$ cat src/rtl/camera_cfg_pkg.sv
// camera_cfg_pkg: shared types and constants for the camera configuration sequencer.
package camera_cfg_pkg;
    typedef enum logic [2:0] {
        S_IDLE,
        S_FETCH,
        S_ISSUE,
        S_WAIT_BUSY_LO,
        S_ADVANCE,
        S_DELAY,
        S_DONE,
        S_ERROR
    } cfg_state_t;

    typedef struct packed {
        logic [7:0] reg_addr;
        logic [7:0] reg_data;
    } cfg_entry_t;

    localparam logic [15:0] CFG_END            = 16'hFFFF;
    localparam logic [15:0] CFG_DELAY          = 16'hFFF0;
    localparam logic [7:0]  DEFAULT_SLAVE_ADDR = 8'h42;
endpackage

$ cat src/rtl/camera_config_rom.sv
// camera_config_rom: camera register write list, index -> {reg, data}; CFG_DELAY marks a settle delay.
module camera_config_rom
    import camera_cfg_pkg::*;
#(
    parameter int NUM_REGS = 76
) (
    input  logic [7:0] i_index,
    output cfg_entry_t o_entry
);
    cfg_entry_t w_entry;

    always_comb begin
        case (i_index)
            8'd0:    w_entry = 16'h1280;
            8'd1:    w_entry = 16'h1101;
            8'd2:    w_entry = CFG_DELAY;
            8'd3:    w_entry = 16'h1204;
            8'd4:    w_entry = 16'h0C00;
            8'd5:    w_entry = 16'h3E00;
            8'd6:    w_entry = 16'h8C00;
            8'd7:    w_entry = 16'h0400;
            8'd8:    w_entry = 16'h4010;
            8'd9:    w_entry = 16'h3A04;
            8'd10:   w_entry = 16'h1438;
            8'd11:   w_entry = 16'h4FB3;
            8'd12:   w_entry = 16'h50B3;
            8'd13:   w_entry = 16'h5100;
            8'd14:   w_entry = 16'h523D;
            8'd15:   w_entry = 16'h53A7;
            8'd16:   w_entry = 16'h54E4;
            8'd17:   w_entry = 16'h589E;
            8'd18:   w_entry = 16'h3DC0;
            8'd19:   w_entry = 16'h1714;
            8'd20:   w_entry = 16'h1802;
            8'd21:   w_entry = 16'h3280;
            8'd22:   w_entry = 16'h1903;
            8'd23:   w_entry = 16'h1A7B;
            8'd24:   w_entry = 16'h030A;
            8'd25:   w_entry = 16'h0F41;
            8'd26:   w_entry = 16'h1E00;
            8'd27:   w_entry = 16'h330B;
            8'd28:   w_entry = 16'h3C78;
            8'd29:   w_entry = 16'h6900;
            8'd30:   w_entry = 16'h7400;
            8'd31:   w_entry = 16'hB084;
            8'd32:   w_entry = 16'hB10C;
            8'd33:   w_entry = 16'hB20E;
            8'd34:   w_entry = 16'hB380;
            8'd35:   w_entry = 16'h7A20;
            8'd36:   w_entry = 16'h7B10;
            8'd37:   w_entry = 16'h7C1E;
            8'd38:   w_entry = 16'h7D35;
            8'd39:   w_entry = 16'h7E5A;
            8'd40:   w_entry = 16'h7F69;
            8'd41:   w_entry = 16'h8076;
            8'd42:   w_entry = 16'h8180;
            8'd43:   w_entry = 16'h8288;
            8'd44:   w_entry = 16'h838F;
            8'd45:   w_entry = 16'h8496;
            8'd46:   w_entry = 16'h85A3;
            8'd47:   w_entry = 16'h86AF;
            8'd48:   w_entry = 16'h87C4;
            8'd49:   w_entry = 16'h88D7;
            8'd50:   w_entry = 16'h89E8;
            8'd51:   w_entry = 16'h13E0;
            8'd52:   w_entry = 16'h0000;
            8'd53:   w_entry = 16'h1000;
            8'd54:   w_entry = 16'h0D40;
            8'd55:   w_entry = 16'h1418;
            8'd56:   w_entry = 16'hA505;
            8'd57:   w_entry = 16'hAB07;
            8'd58:   w_entry = 16'h2495;
            8'd59:   w_entry = 16'h2533;
            8'd60:   w_entry = 16'h26E3;
            8'd61:   w_entry = 16'h9F78;
            8'd62:   w_entry = 16'hA068;
            8'd63:   w_entry = 16'hA103;
            8'd64:   w_entry = 16'hA6D8;
            8'd65:   w_entry = 16'hA7D8;
            8'd66:   w_entry = 16'hA8F0;
            8'd67:   w_entry = 16'hA990;
            8'd68:   w_entry = 16'hAA94;
            8'd69:   w_entry = 16'h13E5;
            8'd70:   w_entry = 16'h6B0A;
            8'd71:   w_entry = 16'h2A00;
            8'd72:   w_entry = 16'h2B00;
            8'd73:   w_entry = 16'h9200;
            8'd74:   w_entry = 16'h9300;
            8'd75:   w_entry = 16'h7135;
            default: w_entry = CFG_END;
        endcase
    end

    assign o_entry = (int'(i_index) >= NUM_REGS) ? CFG_END : w_entry;
endmodule

$ cat src/rtl/camera_config_sequencer.sv
// camera_config_sequencer: walks the camera register table and hands each write to the SCCB controller.
// Optional per-handshake watchdog is built when CAM_CFG_WATCHDOG_EN is defined.
module camera_config_sequencer
    import camera_cfg_pkg::*;
#(
    parameter logic [7:0] SLAVE_ADDR     = DEFAULT_SLAVE_ADDR,
    parameter int         NUM_REGS       = 76,
    parameter int         DELAY_CYCLES   = 1_000_000,
    parameter int         TIMEOUT_CYCLES = 2**21
) (
    input  logic       clk,
    input  logic       reset,
    input  logic       cfg_start,
    input  logic       sccb_busy,
    output logic       sccb_start,
    output logic [7:0] sccb_address,
    output logic [7:0] sccb_command,
    output logic [7:0] sccb_data,
    output logic       sccb_increment_done,
    output logic       cfg_busy,
    output logic       cfg_done,
    output logic       cfg_error,
    output logic [7:0] cfg_index
);
    localparam int DW = $clog2(DELAY_CYCLES + 1);

    if (NUM_REGS > 255 || DELAY_CYCLES < 1 || TIMEOUT_CYCLES < 1) begin : g_param_check
        $error("camera_config_sequencer: NUM_REGS must be <= 255 and cycle counts >= 1");
    end

    cfg_state_t    r_state, w_next;
    cfg_entry_t    w_entry;
    logic [7:0]    r_index, r_command, r_data;
    logic [DW-1:0] r_dcnt;
    logic          r_start, r_inc_done, r_busy, r_done;
    logic          w_restart, w_handshake, w_timeout;

    camera_config_rom #(.NUM_REGS(NUM_REGS)) u_rom (
        .i_index (r_index),
        .o_entry (w_entry)
    );

    assign w_restart   = (r_state inside {S_IDLE, S_DONE, S_ERROR}) && cfg_start;
    assign w_handshake = (r_state == S_ISSUE) || (r_state == S_WAIT_BUSY_LO);

    always_comb begin
        w_next = r_state;
        case (r_state)
            S_IDLE, S_DONE, S_ERROR: w_next = cfg_start ? S_FETCH : r_state;
            S_FETCH:        w_next = (w_entry == CFG_END) ? S_DONE : (w_entry == CFG_DELAY) ? S_DELAY : S_ISSUE;
            S_ISSUE:        w_next = sccb_busy ? S_WAIT_BUSY_LO : S_ISSUE;
            S_WAIT_BUSY_LO: w_next = sccb_busy ? S_WAIT_BUSY_LO : S_ADVANCE;
            S_ADVANCE:      w_next = S_FETCH;
            S_DELAY:        w_next = (r_dcnt == DW'(DELAY_CYCLES - 1)) ? S_ADVANCE : S_DELAY;
            default:        w_next = S_IDLE;
        endcase
        if (w_timeout) w_next = S_ERROR;
    end

`ifdef CAM_CFG_WATCHDOG_EN
    localparam int TW = $clog2(TIMEOUT_CYCLES + 1);
    logic [TW-1:0] r_wdog;
    logic          r_error;

    assign w_timeout = w_handshake && (r_wdog == TW'(TIMEOUT_CYCLES - 1));
    assign cfg_error = r_error;

    // Restarts on every state change so each handshake wait gets the full budget.
    always_ff @(posedge clk) begin
        if (reset) begin
            r_wdog  <= '0;
            r_error <= 1'b0;
        end else begin
            r_wdog  <= (w_next != r_state || !w_handshake) ? '0 : r_wdog + 1'b1;
            r_error <= !w_restart && (r_error || w_next == S_ERROR);
        end
    end
`else
    assign w_timeout = 1'b0;
    assign cfg_error = 1'b0;
`endif

    // Outputs are registered from the next state so they change together with the state.
    always_ff @(posedge clk) begin
        if (reset) begin
            r_state    <= S_IDLE;
            r_index    <= 8'd0;
            r_command  <= 8'd0;
            r_data     <= 8'd0;
            r_start    <= 1'b0;
            r_inc_done <= 1'b1;
            r_busy     <= 1'b0;
            r_done     <= 1'b0;
            r_dcnt     <= '0;
        end else begin
            r_state    <= w_next;
            r_index    <= w_restart ? 8'd0 : (r_state == S_ADVANCE) ? r_index + 8'd1 : r_index;
            r_command  <= (r_state == S_FETCH && w_next == S_ISSUE) ? w_entry.reg_addr : r_command;
            r_data     <= (r_state == S_FETCH && w_next == S_ISSUE) ? w_entry.reg_data : r_data;
            r_start    <= (w_next == S_ISSUE);
            r_inc_done <= (w_next == S_ISSUE) ? 1'b0 : (w_next inside {S_ADVANCE, S_IDLE, S_DONE, S_ERROR}) ? 1'b1 : r_inc_done;
            r_busy     <= !(w_next inside {S_IDLE, S_DONE, S_ERROR});
            r_done     <= !w_restart && (r_done || w_next == S_DONE);
            r_dcnt     <= (r_state == S_DELAY) ? r_dcnt + 1'b1 : '0;
        end
    end

    assign sccb_start          = r_start;
    assign sccb_address        = SLAVE_ADDR;
    assign sccb_command        = r_command;
    assign sccb_data           = r_data;
    assign sccb_increment_done = r_inc_done;
    assign cfg_busy            = r_busy;
    assign cfg_done            = r_done;
    assign cfg_index           = r_index;
endmodule
$ cat config.mk
export PLATFORM = sky130hd
export DESIGN_NAME = camera_config_sequencer
export DESIGN_NICKNAME = d
export VERILOG_FILES = /design/src/rtl/camera_cfg_pkg.sv /design/src/rtl/camera_config_rom.sv /design/src/rtl/camera_config_sequencer.sv
export SDC_FILE = /design/constraint.sdc
export NUM_CORES = 1
export LEC_CHECK = 0
export ABC_AREA = 0
export BUFFER_PORTS_ARGS = -buffer_cell sky130_fd_sc_hd__buf_2
export CAP_MARGIN = 20
export CORE_ASPECT_RATIO = 1.2
export CORE_MARGIN = 10
export CORE_UTILIZATION = 35
export CTS_BUF_LIST = sky130_fd_sc_hd__clkbuf_8
export CTS_CLUSTER_DIAMETER = 80
export CTS_CLUSTER_SIZE = 24
export DETAILED_ROUTE_END_ITERATION = 12
export HOLD_SLACK_MARGIN = 0.05
export PLACE_DENSITY = 0.58
export SYNTH_ARGS = -nofsm -noshare
export SYNTH_HDL_FRONTEND = slang
export SYNTH_SLANG_ARGS = --single-unit
$ cat constraint.sdc
create_clock -name clk -period 5.9 [get_ports clk]
set_input_delay 0.295 -clock clk [delete_from_list [all_inputs] [get_ports clk]]
set_output_delay 0.295 -clock clk [all_outputs]
set_load 0.005 [all_outputs]
==> metrics.csv, run 1 <==
stage;metric;value;unit
sta;tightest_slew;0.713;ns
sta;period_needed;4.03;ns
clock_tree;htree_levels;3;
clock_tree;insertion_delay;0.35;ns
global_route;grt_pass1_vias;4557;
worst_setup_path;path_max_fanout;23;
synthesis;synth-main-ff-cell;dfxtp_1;
synthesis;syn_area;0.00468;sq mm
placed_design;dp_slack;1.96;ns
floorplan;num_rows;46;
power_and_ir_drop;p_leak;1.94;nW
clock_tree;clock-root-buffer;clkbuf_8;
sta;setup_viol;0;
synthesis;ys_warn_count;0;
sta;setup_ws;1.87;ns
placed_design;dp_cells;785;
routing;wl_per_cell;19.8;um
floorplan;core;0.0132;sq mm
sta;slew_violations;0;
clock_tree;cts.sinks;67;
synthesis;ys_seq_area_share;28.7;%
worst_setup_path;rr_startpoint;cfg_index[0]$_SDFFE_PP0P_;
clock_tree;cts_resized;0;
global_route;grt_pass1_wl;25.3;mm
clock_tree;numCtsBuffers;9;
synthesis;synth_top_area_cell;dfxtp_1;
cells_and_area;area_growth;8.72;%
cells_and_area;drive_gt1_share;12.3;%
cells_and_area;seq_area;0.00134;sq mm
clock_tree;postCtsSetupRepairBufs;0;
sta;rsz0062_at_grt;no;
worst_setup_path;worstPathArrival;4.26;ns
worst_setup_path;required;6.13;ns
routing;drtAntennaViolNets;0;
cells_and_area;multi_input_area;0.00301;sq mm
sta;timing.hold.ws;0.406;ns
sta;clock.fmax;248;MHz
routing;first_iter_violations;818;
worst_setup_path;crit_path_end_kind;register;
routing;via_per_inst;6.05;
clock_tree;cts_tree;done;
synthesis;avgSynthCellArea;7.52;sq um
synthesis;ys_types;75;
hold_path;hp-start;reset;
floorplan;ioPinCount;41;
synthesis;synthCells;622;
placed_design;portBuffers;31;
floorplan;floorplan.die.width;126;um
power_and_ir_drop;cellPowerDensity;214;mW/mm^2
global_route;antenna_found_initial;0;
floorplan;initial_core_util;35.5;%
global_route;grt_start_max_net_pins;30;
routing;drc_errors;0;
outcome;status;finished clean;
floorplan;die_area;0.0184;sq mm
routing;drtPass1Iterations;6;
synthesis;synth_top_area_share;28.7;%
sta;relSlewSlack;52.3;%
routing;num_vias;4845;
worst_setup_path;startpoint_type;register;
power_and_ir_drop;peakVddDrop;0.000162;V
sta;min_period_over_period;68.4;%
floorplan;die_y;147;um
cells_and_area;final.fill_count;1394;
cells_and_area;finalNetCount;655;
clock_tree;clkTransAtPathRegs;0.08;ns
sta;fin_worst_skew;0.0113;ns
placed_design;dpl.hpwl;11.5;mm
synthesis;synth_edf_count;0;
global_route;overflow;0;
worst_setup_path;criticalPathCategory;register to register;
synthesis;ys_ff_latch;67;
cells_and_area;fin_cells;801;
clock_tree;postCtsHoldBufs;0;
placed_design;gp_congestion;1.04;
synthesis;yosys-top-cells-area;dfxtp_1 (29%), ha_1 (6.1%), nor2_1 (5.9%);
routing;wirelength;15.8;mm
job;cap_violations;0;
hold_path;min_path_type;primary input to register;
synthesis;async_flop_share;0;%
sta;tns;0;ns
global_route;grt_usage;16.7;%
cells_and_area;diodes;0;
clock_tree;clock_path_buffers;2;
worst_setup_path;cp-startpoint;cfg_index[0]$_SDFFE_PP0P_;
sta;hold_violations;0;
-- synthesized netlist by cell type, types with 13 or more instances --
cell / number
a31oi_1: 13
ha_1: 23
buf_4: 14
nor2_1: 73
buf_2: 17
dfxtp_1: 67
a21oi_1: 44
nand3_1: 18
clkbuf_1: 13
inv_1: 18
o21ai_0: 28
nor3_1: 54
nand2_1: 62
-- layout make-up --
type,instances,share of cell area (%)
multi-input cells,491,59.1
flip-flops and latches,67,26.4
well taps,168,4.13
repair buffers,38,4.08
clock buffers,9,2.43
clock inverters,7,2.29
inverters,21,1.55
-- power by group --
part	switching [mW]	leakage [nW]	internal, mW
clock network	0.191	0.125	0.281
logic	0.0738	1.27	0.0512
registers	0.0175	0.543	0.475
-- path summary, 6_finish.rpt --
check / slack, ns / depth (start not counted) / endpoint
worst max-delay path: 1.87 / 11 / register
worst min register to register: 0.46 / 1 / cfg_done$_SDFF_PP0_
worst max register to register: 1.87 / 11 / register
worst min-delay path: 0.41 / 2 / r_state[2]$_SDFF_PP0_
-- critical path: stages, from the launching register on --
cell and delay [ns]:
dfxtp_1 0.52, ha_1 0.30, nand4bb_1 0.46, xnor2_1 0.27
buf_4 0.24, nand2_1 0.57, clkinv_1 0.63, ha_1 0.43
nand2_1 0.10, nor2_1 0.06, a211oi_1 0.24, o31ai_1 0.10
-- cell usage in the layout (no fill, tap or decap), types with 3 or more instances in the layout --
cell type / Yosys / routed
nor2_1: 73 / 73
dfxtp_1: 67 / 67
nand2_1: 62 / 62
nor3_1: 54 / 54
a21oi_1: 44 / 44
buf_2: 17 / 31
o21ai_0: 28 / 27
ha_1: 23 / 23
inv_1: 18 / 19
nand3_1: 18 / 18
a31oi_1: 13 / 13
xnor2_1: 12 / 12
a211oi_1: 12 / 12
or3_1: 12 / 12
xor2_1: 9 / 9
conb_1: 2 / 9
clkbuf_8: 0 / 9
nor4_1: 8 / 8
and3_1: 8 / 8
o211ai_1: 7 / 7
buf_4: 14 / 7
o31ai_1: 5 / 5
o21a_1: 5 / 5
o221ai_1: 5 / 5
nand4_1: 5 / 5
a211o_1: 4 / 4
mux2i_1: 4 / 4
a21o_1: 4 / 4
nand2b_1: 3 / 3
nor3b_1: 3 / 3
o21ai_2: 3 / 3
a221oi_1: 3 / 3
and2_1: 3 / 3
o22ai_1: 3 / 3
a32oi_1: 3 / 3
bufinv_16: 0 / 3
-- per-stage QoR --
stage | util, % | area [sq um] | power, mW
after floorplan | - | 4710 | 0.589
after global placement | 36.7 | 4840 | 0.626
after detailed placement | 36.8 | 4850 | 0.628
after CTS | 38.6 | 5090 | 1.10
after global routing | 38.6 | 5090 | 1.14
final | 38.6 | 5090 | 1.09
-- per-layer routing --
layer,routed length (um),GRT usage [%],vias up
li1,-,-,2241
met1,6460,20.6,2269
met2,7270,26.3,276
met3,1280,3.01,59
met4,827,10.2,0
met5,0,0,-
-- kinds of logic after synthesis --
group                    count (synthesis)  share of synthesized area [%]
buffers and inverters                   71                           7.59
other                                    2                          0.160
flip-flops                              67                           28.7
adder cells (fa/ha/maj)                 23                           6.15
XOR/XNOR                                22                           4.28
multiplexers                             7                           1.90
AND/OR/NAND/NOR                        266                           27.6
AO/OA/AOI/OAI                          164                           23.6
Power figures use the tool's default switching activity.
==> inputs of run 2 (changes only) <==
--- a/config.mk
+++ b/config.mk
@@ -16,7 +16,7 @@
 export CTS_CLUSTER_SIZE = 24
 export DETAILED_ROUTE_END_ITERATION = 12
 export HOLD_SLACK_MARGIN = 0.05
-export PLACE_DENSITY = 0.58
+export PLACE_DENSITY = 0.59
 export SYNTH_ARGS = -nofsm -noshare
 export SYNTH_HDL_FRONTEND = slang
 export SYNTH_SLANG_ARGS = --single-unit
==> constraint.sdc (replaced) <==
create_clock -name clk -period 3.34 [get_ports clk]
set_input_delay 0.167 -clock clk [delete_from_list [all_inputs] [get_ports clk]]
set_output_delay 0.167 -clock clk [all_outputs]
set_load 0.005 [all_outputs]
==> run 2 against run 1 <==
Die area stayed put; maximum frequency grew 29%; routed wire length rose by 13%; total power rose by 61%; clock power increased by 40%; largest cell class unchanged; largest power group unchanged; highest routed layer unchanged.
==> metrics.csv, run 2 (synthesis gave the netlist of run 1 again) <==
stage;metric;value;unit;change
cells_and_area;final_common_cell;nor2_1;;unchanged
clock_tree;cts_tree;done;;unchanged
routing;first_iter_violations;649;;was 818
cells_and_area;finalNetCount;687;;was 655
placed_design;gp_congestion;0.983;;was 1.04
power_and_ir_drop;cellPowerDensity;330;mW/mm^2;was 214 mW/mm^2
floorplan;core;0.0132;sq mm;unchanged
power_and_ir_drop;peakVddDrop;0.000168;V;was 0.000162 V
clock_tree;cts.sinks;67;;unchanged
global_route;grt_start_max_net_pins;29;;was 30
worst_setup_path;cpMostUsedCell;nand2_1;;
sta;rsz0062_at_grt;no;;unchanged
routing;wl_per_cell;21.5;um;was 19.8 um
floorplan;die_area;0.0184;sq mm;unchanged
clock_tree;htree_levels;3;;unchanged
routing;num_vias;4954;;was 4845
global_route;antenna_found_initial;0;;unchanged
clock_tree;postCtsHoldBufs;0;;unchanged
floorplan;initial_core_util;35.5;%;unchanged
floorplan;die_y;147;um;unchanged
routing;wirelength;17.9;mm;was 15.8 mm
sta;tns;0;ns;unchanged
sta;timing.hold.ws;0.239;ns;was 0.406 ns
cells_and_area;final.fill_count;1396;;was 1394
placed_design;portBuffers;31;;unchanged
cells_and_area;area_growth;13.4;%;was 8.72%
sta;min_period_over_period;93.8;%;was 68.4%
routing;drc_errors;0;;unchanged
hold_path;hp-start;reset;;unchanged
routing;route.top_layer_used;met4;;unchanged
cells_and_area;drive_gt1_share;16.8;%;was 12.3%
cells_and_area;utilization;40.3;%;was 38.6%
cells_and_area;fin_cells;833;;was 801
sta;fin_worst_skew;0.0160;ns;was 0.0113 ns
routing;drtPass1Iterations;5;;was 6
clock_tree;numCtsBuffers;9;;unchanged
sta;clock.fmax;319;MHz;was 248 MHz
power_and_ir_drop;p_leak;2.07;nW;was 1.94 nW
worst_setup_path;cp-startpoint;r_state[2]$_SDFF_PP0_;;was cfg_index[0]$_SDFFE_PP0P_
global_route;grt_usage;18.8;%;was 16.7%
routing;via_per_inst;5.95;;was 6.05
worst_setup_path;worstPathArrival;3.34;ns;was 4.26 ns
placed_design;dpl.hpwl;13.6;mm;was 11.5 mm
worst_setup_path;startpoint_type;register;;unchanged
sta;relSlewSlack;62.2;%;was 52.3%
worst_setup_path;rr_startpoint;r_state[2]$_SDFF_PP0_;;was cfg_index[0]$_SDFFE_PP0P_
worst_setup_path;path_max_fanout;10;;was 23
sta;slew_violations;0;;unchanged
floorplan;floorplan.die.width;126;um;unchanged
placed_design;dp_cells;817;;was 785
global_route;overflow;0;;unchanged
routing;dr_wl_met2;8.23;mm;was 7.27 mm
global_route;grt_pass1_vias;4720;;was 4557
outcome;status;finished clean;;unchanged
routing;wl_met1;7.75;mm;was 6.46 mm
cells_and_area;diodes;0;;unchanged
clock_tree;clock_path_buffers;2;;unchanged
clock_tree;clkTransAtPathRegs;0.09;ns;was 0.08 ns
sta;tightest_slew;0.563;ns;was 0.713 ns
job;cap_violations;0;;unchanged
worst_setup_path;crit_path_end_kind;register;;unchanged
hold_path;min_path_type;primary input to register;;unchanged
worst_setup_path;cp_cell_sequence;nor3b_2 -> mux2_2 -> nand2_1 -> ha_1 -> buf_4 -> nand2_1 -> o211ai_1 -> o21ai_0 -> nor2_1 -> a211oi_1;;was ha_1 -> nand4bb_1 -> xnor2_1 -> buf_4 -> nand2_1 -> clkinv_1 -> ha_1 -> nand2_1 -> nor2_1 -> a211oi_1 -> o31ai_1
clock_tree;insertion_delay;0.36;ns;was 0.35 ns
floorplan;ioPinCount;41;;unchanged
sta;period_needed;3.13;ns;was 4.03 ns
routing;drtAntennaViolNets;0;;unchanged
sta;setup_viol;0;;unchanged
global_route;grt_pass1_wl;28.0;mm;was 25.3 mm
power_and_ir_drop;total_power;1.75;mW;was 1.09 mW
worst_setup_path;crit_slowest_cell;dfxtp_1;;was clkinv_1
routing;route.met3.wl;1.17;mm;was 1.28 mm
worst_setup_path;critPathMaxStageDelay;0.48;ns;was 0.63 ns
worst_setup_path;required;3.55;ns;was 6.13 ns
floorplan;num_rows;46;;unchanged
sta;hold_violations;0;;unchanged
clock_tree;clock-root-buffer;clkbuf_8;;unchanged
cells_and_area;layout_common_cells;nor2_1 (73), dfxtp_1 (67), nand2_1 (62);;unchanged
worst_setup_path;criticalPathCategory;register to register;;unchanged
-- run 2: changes by cell type in the layout (fill, tap and decap cells not counted) --
cell,before,now
buf_4,7,37
bufinv_16,3,0
clkinvlp_4,0,3
buf_12,0,2
clkbuf_8,9,10
clkinv_2,1,0
inv_1,19,18
inv_6,1,2
nor4_1,8,7
nor4_2,0,1
-- run 2: per-stage QoR --
stage	area (sq um)	worst slack, ns
CTS	5300	0.193
global route	5310	0.00338
finish	5310	0.206
floorplan	4710	0.326
global placement	5110	0.266
detailed placement	5110	0.211
-- run 2: layout make-up --
| type | instances | area [sq um] | area share, % |
|---|---|---|---|
| Clock inverter | 6 | 48.8 | 0.920 |
| Clock buffer | 10 | 138 | 2.59 |
| Sequential cell | 67 | 1340 | 25.3 |
| Tap cell | 168 | 210 | 3.96 |
| Multi-Input combinational cell | 491 | 3020 | 56.8 |
| Timing Repair Buffer | 70 | 473 | 8.92 |
| Inverter | 21 | 78.8 | 1.49 |
-- run 2: path summary, 6_finish.rpt --
check,to,slack (ns),cells after the start
max,register,0.21,10
min,r_state[2]$_SDFF_PP0_,0.24,2
max reg2reg,register,0.21,10
min reg2reg,r_dcnt[0]$_SDFF_PP0_,0.48,1
-- run 2: metal layers --
metal  track usage, %  up-vias
li1                 -     2309
met1             23.8     2351
met3             2.86       49
met5                0        -
met2             29.9      245
met4             9.80        0
-- run 2: worst max-delay path: cells and delay by family, from the launching register on --
kind | cells | cell delay (ns)
AOI/OAI and AO/OA | 3 | 0.57
muxes | 1 | 0.44
and+or+nand+nor | 4 | 0.81
DFF | 1 | 0.48
adders and majority gates | 1 | 0.45
buffers and inverters | 1 | 0.24
-- run 2: where the power goes --
group / leakage (nW) / switching [mW] / internal (mW) / total (mW)
Sequential: 0.543 / 0.0272 / 0.839 / 0.866
Combinational: 1.44 / 0.129 / 0.0944 / 0.224
Clock: 0.0855 / 0.363 / 0.296 / 0.659
-- run 2: what timing repair did --
item                       CTS  global route
setup endpoints to repair    0             1
setup buffers                0             0
resized for setup            0             1
==> inputs of run 3 (changes only) <==
--- a/config.mk
+++ b/config.mk
@@ -11,7 +11,6 @@
 export CORE_ASPECT_RATIO = 1.2
 export CORE_MARGIN = 10
 export CORE_UTILIZATION = 35
-export CTS_BUF_LIST = sky130_fd_sc_hd__clkbuf_8
 export CTS_CLUSTER_DIAMETER = 80
 export CTS_CLUSTER_SIZE = 24
 export DETAILED_ROUTE_END_ITERATION = 12
==> run 3 against run 2 <==
Hold slack improved by 0.019 ns; total power grew 15%; sequential power hardly changed; via count rose by 0.36%; routed wire length shrank 0.44%; flip-flop and latch count unchanged; critical path type unchanged.
==> metrics.csv, run 3 (synthesis gave the netlist of run 1 again) <==
stage;metric;value;unit;change
worst_setup_path;path_max_fanout;10;;unchanged
cells_and_area;drive_gt1_share;16.8;%;unchanged
power_and_ir_drop;p_sw;0.554;mW;was 0.520 mW
sta;relSlewSlack;62.8;%;was 62.2%
floorplan;ioPinCount;41;;unchanged
power_and_ir_drop;combPwrFrac;11.1;%;was 12.8%
power_and_ir_drop;p_leak;2.11;nW;was 2.07 nW
worst_setup_path;worstPathArrival;3.35;ns;was 3.34 ns
power_and_ir_drop;cellPowerDensity;373;mW/mm^2;was 330 mW/mm^2
clock_tree;numCtsBuffers;9;;unchanged
global_route;overflow;0;;unchanged
floorplan;core;0.0132;sq mm;unchanged
worst_setup_path;worst-r2r-cell-count;10;;unchanged
power_and_ir_drop;swShare;27.4;%;was 29.7%
floorplan;num_rows;46;;unchanged
clock_tree;clkTransAtPathRegs;0.07;ns;was 0.09 ns
sta;period_needed;3.16;ns;was 3.13 ns
worst_setup_path;cp_cell_sequence;nor3b_2 -> mux2_2 -> nand2_1 -> ha_1 -> buf_4 -> nand2_1 -> o211ai_1 -> o21ai_0 -> nor2_1 -> a211oi_1;;unchanged
routing;drtAntennaViolNets;0;;unchanged
sta;fin_worst_skew;0.00990;ns;was 0.0160 ns
routing;wirelength;17.8;mm;was 17.9 mm
sta;slew_violations;0;;unchanged
clock_tree;insertion_delay;0.34;ns;was 0.36 ns
global_route;antenna_found_initial;0;;unchanged
sta;hold_violations;0;;unchanged
routing;drc_errors;0;;unchanged
job;cap_violations;0;;unchanged
cells_and_area;diodes;0;;unchanged
sta;rsz0062_at_grt;no;;unchanged
worst_setup_path;required;3.53;ns;was 3.55 ns
hold_path;hp-start;reset;;unchanged
cells_and_area;area_growth;15.5;%;was 13.4%
outcome;status;finished clean;;unchanged
worst_setup_path;criticalPathCategory;register to register;;unchanged
global_route;grt_pass1_vias;4710;;was 4720
global_route;grt_start_max_net_pins;29;;unchanged
worst_setup_path;r2r_setup_slack;0.18;ns;was 0.21 ns
worst_setup_path;critPathMaxStageDelay;0.47;ns;was 0.48 ns
cells_and_area;layout_common_cells;nor2_1 (73), dfxtp_1 (67), nand2_1 (62);;unchanged
global_route;grt_usage;18.9;%;was 18.8%
worst_setup_path;startpoint_type;register;;unchanged
power_and_ir_drop;p_seq_share;43.0;%;was 49.5%
placed_design;dpl.hpwl;13.6;mm;unchanged
worst_setup_path;crit_path_end_kind;register;;unchanged
floorplan;floorplan.die.width;126;um;unchanged
power_and_ir_drop;peakVddDrop;0.000274;V;was 0.000168 V
worst_setup_path;cpMostUsedCell;nand2_1;;unchanged
clock_tree;cts_tree;done;;unchanged
routing;wl_per_cell;21.4;um;was 21.5 um
sta;clock.fmax;316;MHz;was 319 MHz
placed_design;gp_congestion;0.983;;unchanged
power_and_ir_drop;clkPwrFrac;46.0;%;was 37.7%
routing;num_vias;4972;;was 4954
clock_tree;cts.sinks;67;;unchanged
clock_tree;clock-root-buffer;clkbuf_16;;was clkbuf_8
routing;drtPass1Iterations;5;;unchanged
clock_tree;clock_path_buffers;2;;unchanged
clock_tree;postCtsHoldBufs;0;;unchanged
sta;setup_viol;0;;unchanged
sta;tns;0;ns;unchanged
worst_setup_path;crit_buf_inv;1;;unchanged
placed_design;portBuffers;31;;unchanged
global_route;grt_pass1_wl;28.0;mm;about the same
floorplan;initial_core_util;35.5;%;unchanged
sta;tightest_slew;0.559;ns;was 0.563 ns
routing;first_iter_violations;549;;was 649
worst_setup_path;crit_slowest_cell;dfxtp_1;;unchanged
clock_tree;postCtsSetupRepairBufs;0;;unchanged
hold_path;min_path_type;primary input to register;;unchanged
clock_tree;htree_levels;3;;unchanged
worst_setup_path;rr_startpoint;r_state[2]$_SDFF_PP0_;;unchanged
routing;via_per_inst;5.97;;was 5.95
hold_path;whs_endpoint;r_state[2]$_SDFF_PP0_;;unchanged
cells_and_area;final_common_cell;nor2_1;;unchanged
hold_path;hold_path_depth;2;;unchanged
sta;min_period_over_period;94.7;%;was 93.8%
worst_setup_path;cp_top_family;simple AND/OR/NAND/NOR gates;;unchanged
sta;timing.hold.ws;0.258;ns;was 0.239 ns
cells_and_area;finalNetCount;687;;unchanged
floorplan;die_area;0.0184;sq mm;unchanged
floorplan;die_y;147;um;unchanged
power_and_ir_drop;intPower;1.46;mW;was 1.23 mW
==> run 3: cell counts in the layout (fill, tap and decap cells not counted) <==
Identical to the previous run, type by type.
==> run 3: per-layer routing <==
layer	routed length (um)	GRT usage [%]
met3	1250	3.26
met5	0	0
met2	8160	30.0
met4	863	10.1
met1	7580	23.6
==> run 3: area by class of cell <==
type / instances / area (sq um)
Fill cell: 1379 / 7770
Sequential cell: 67 / 1340
Timing Repair Buffer: 70 / 473
Clock buffer: 10 / 239
Clock inverter: 6 / 48.8
Tap cell: 168 / 210
Multi-Input combinational cell: 491 / 3020
Inverter: 21 / 78.8
==> run 3: per-stage QoR <==
stage	cell area [sq um]	setup WS, ns	utilization, %	std cells	power [mW]
2_1_floorplan	4710	0.326	-	629	1.04
3_3_place_gp	5110	0.266	38.8	817	1.11
3_5_place_dp	5110	0.211	38.8	817	1.11
4_1_cts	5400	0.194	41.0	833	2.03
5_1_grt	5410	0.0105	41.0	833	2.10
6_report	5410	0.177	41.0	833	2.02
==> run 3: power by group through the flow <==
| stage | combinational [mW] | clock [mW] | sequential (mW) |
|---|---|---|---|
| finish | 0.223 | 0.928 | 0.867 |
| global route | 0.249 | 0.972 | 0.874 |
| CTS | 0.225 | 0.941 | 0.868 |
| detailed placement | 0.224 | 0 | 0.885 |
| global placement | 0.222 | 0 | 0.883 |
| floorplan | 0.162 | 0 | 0.879 |
==> run 3: timing repair <==
item,CTS,global route
hold endpoints to repair,0,0
endpoints found under the setup margin,0,1
resized for setup,0,1
==> run 3: worst max-delay path by stage <==
stage | from | to | slack, ns | cells past startpoint
6_report | r_state[2]$_SDFF_PP0_ | register | 0.18 | 10
5_1_grt | r_state[2]$_SDFF_PP0_ | register | 0.01 | 12
4_1_cts | r_state[1]$_SDFF_PP0_ | register | 0.19 | 10
3_5_place_dp | r_state[1]$_SDFF_PP0_ | register | 0.21 | 10
3_3_place_gp | r_state[1]$_SDFF_PP0_ | register | 0.27 | 10
2_1_floorplan | r_state[2]$_SDFF_PP0_ | register | 0.33 | 11
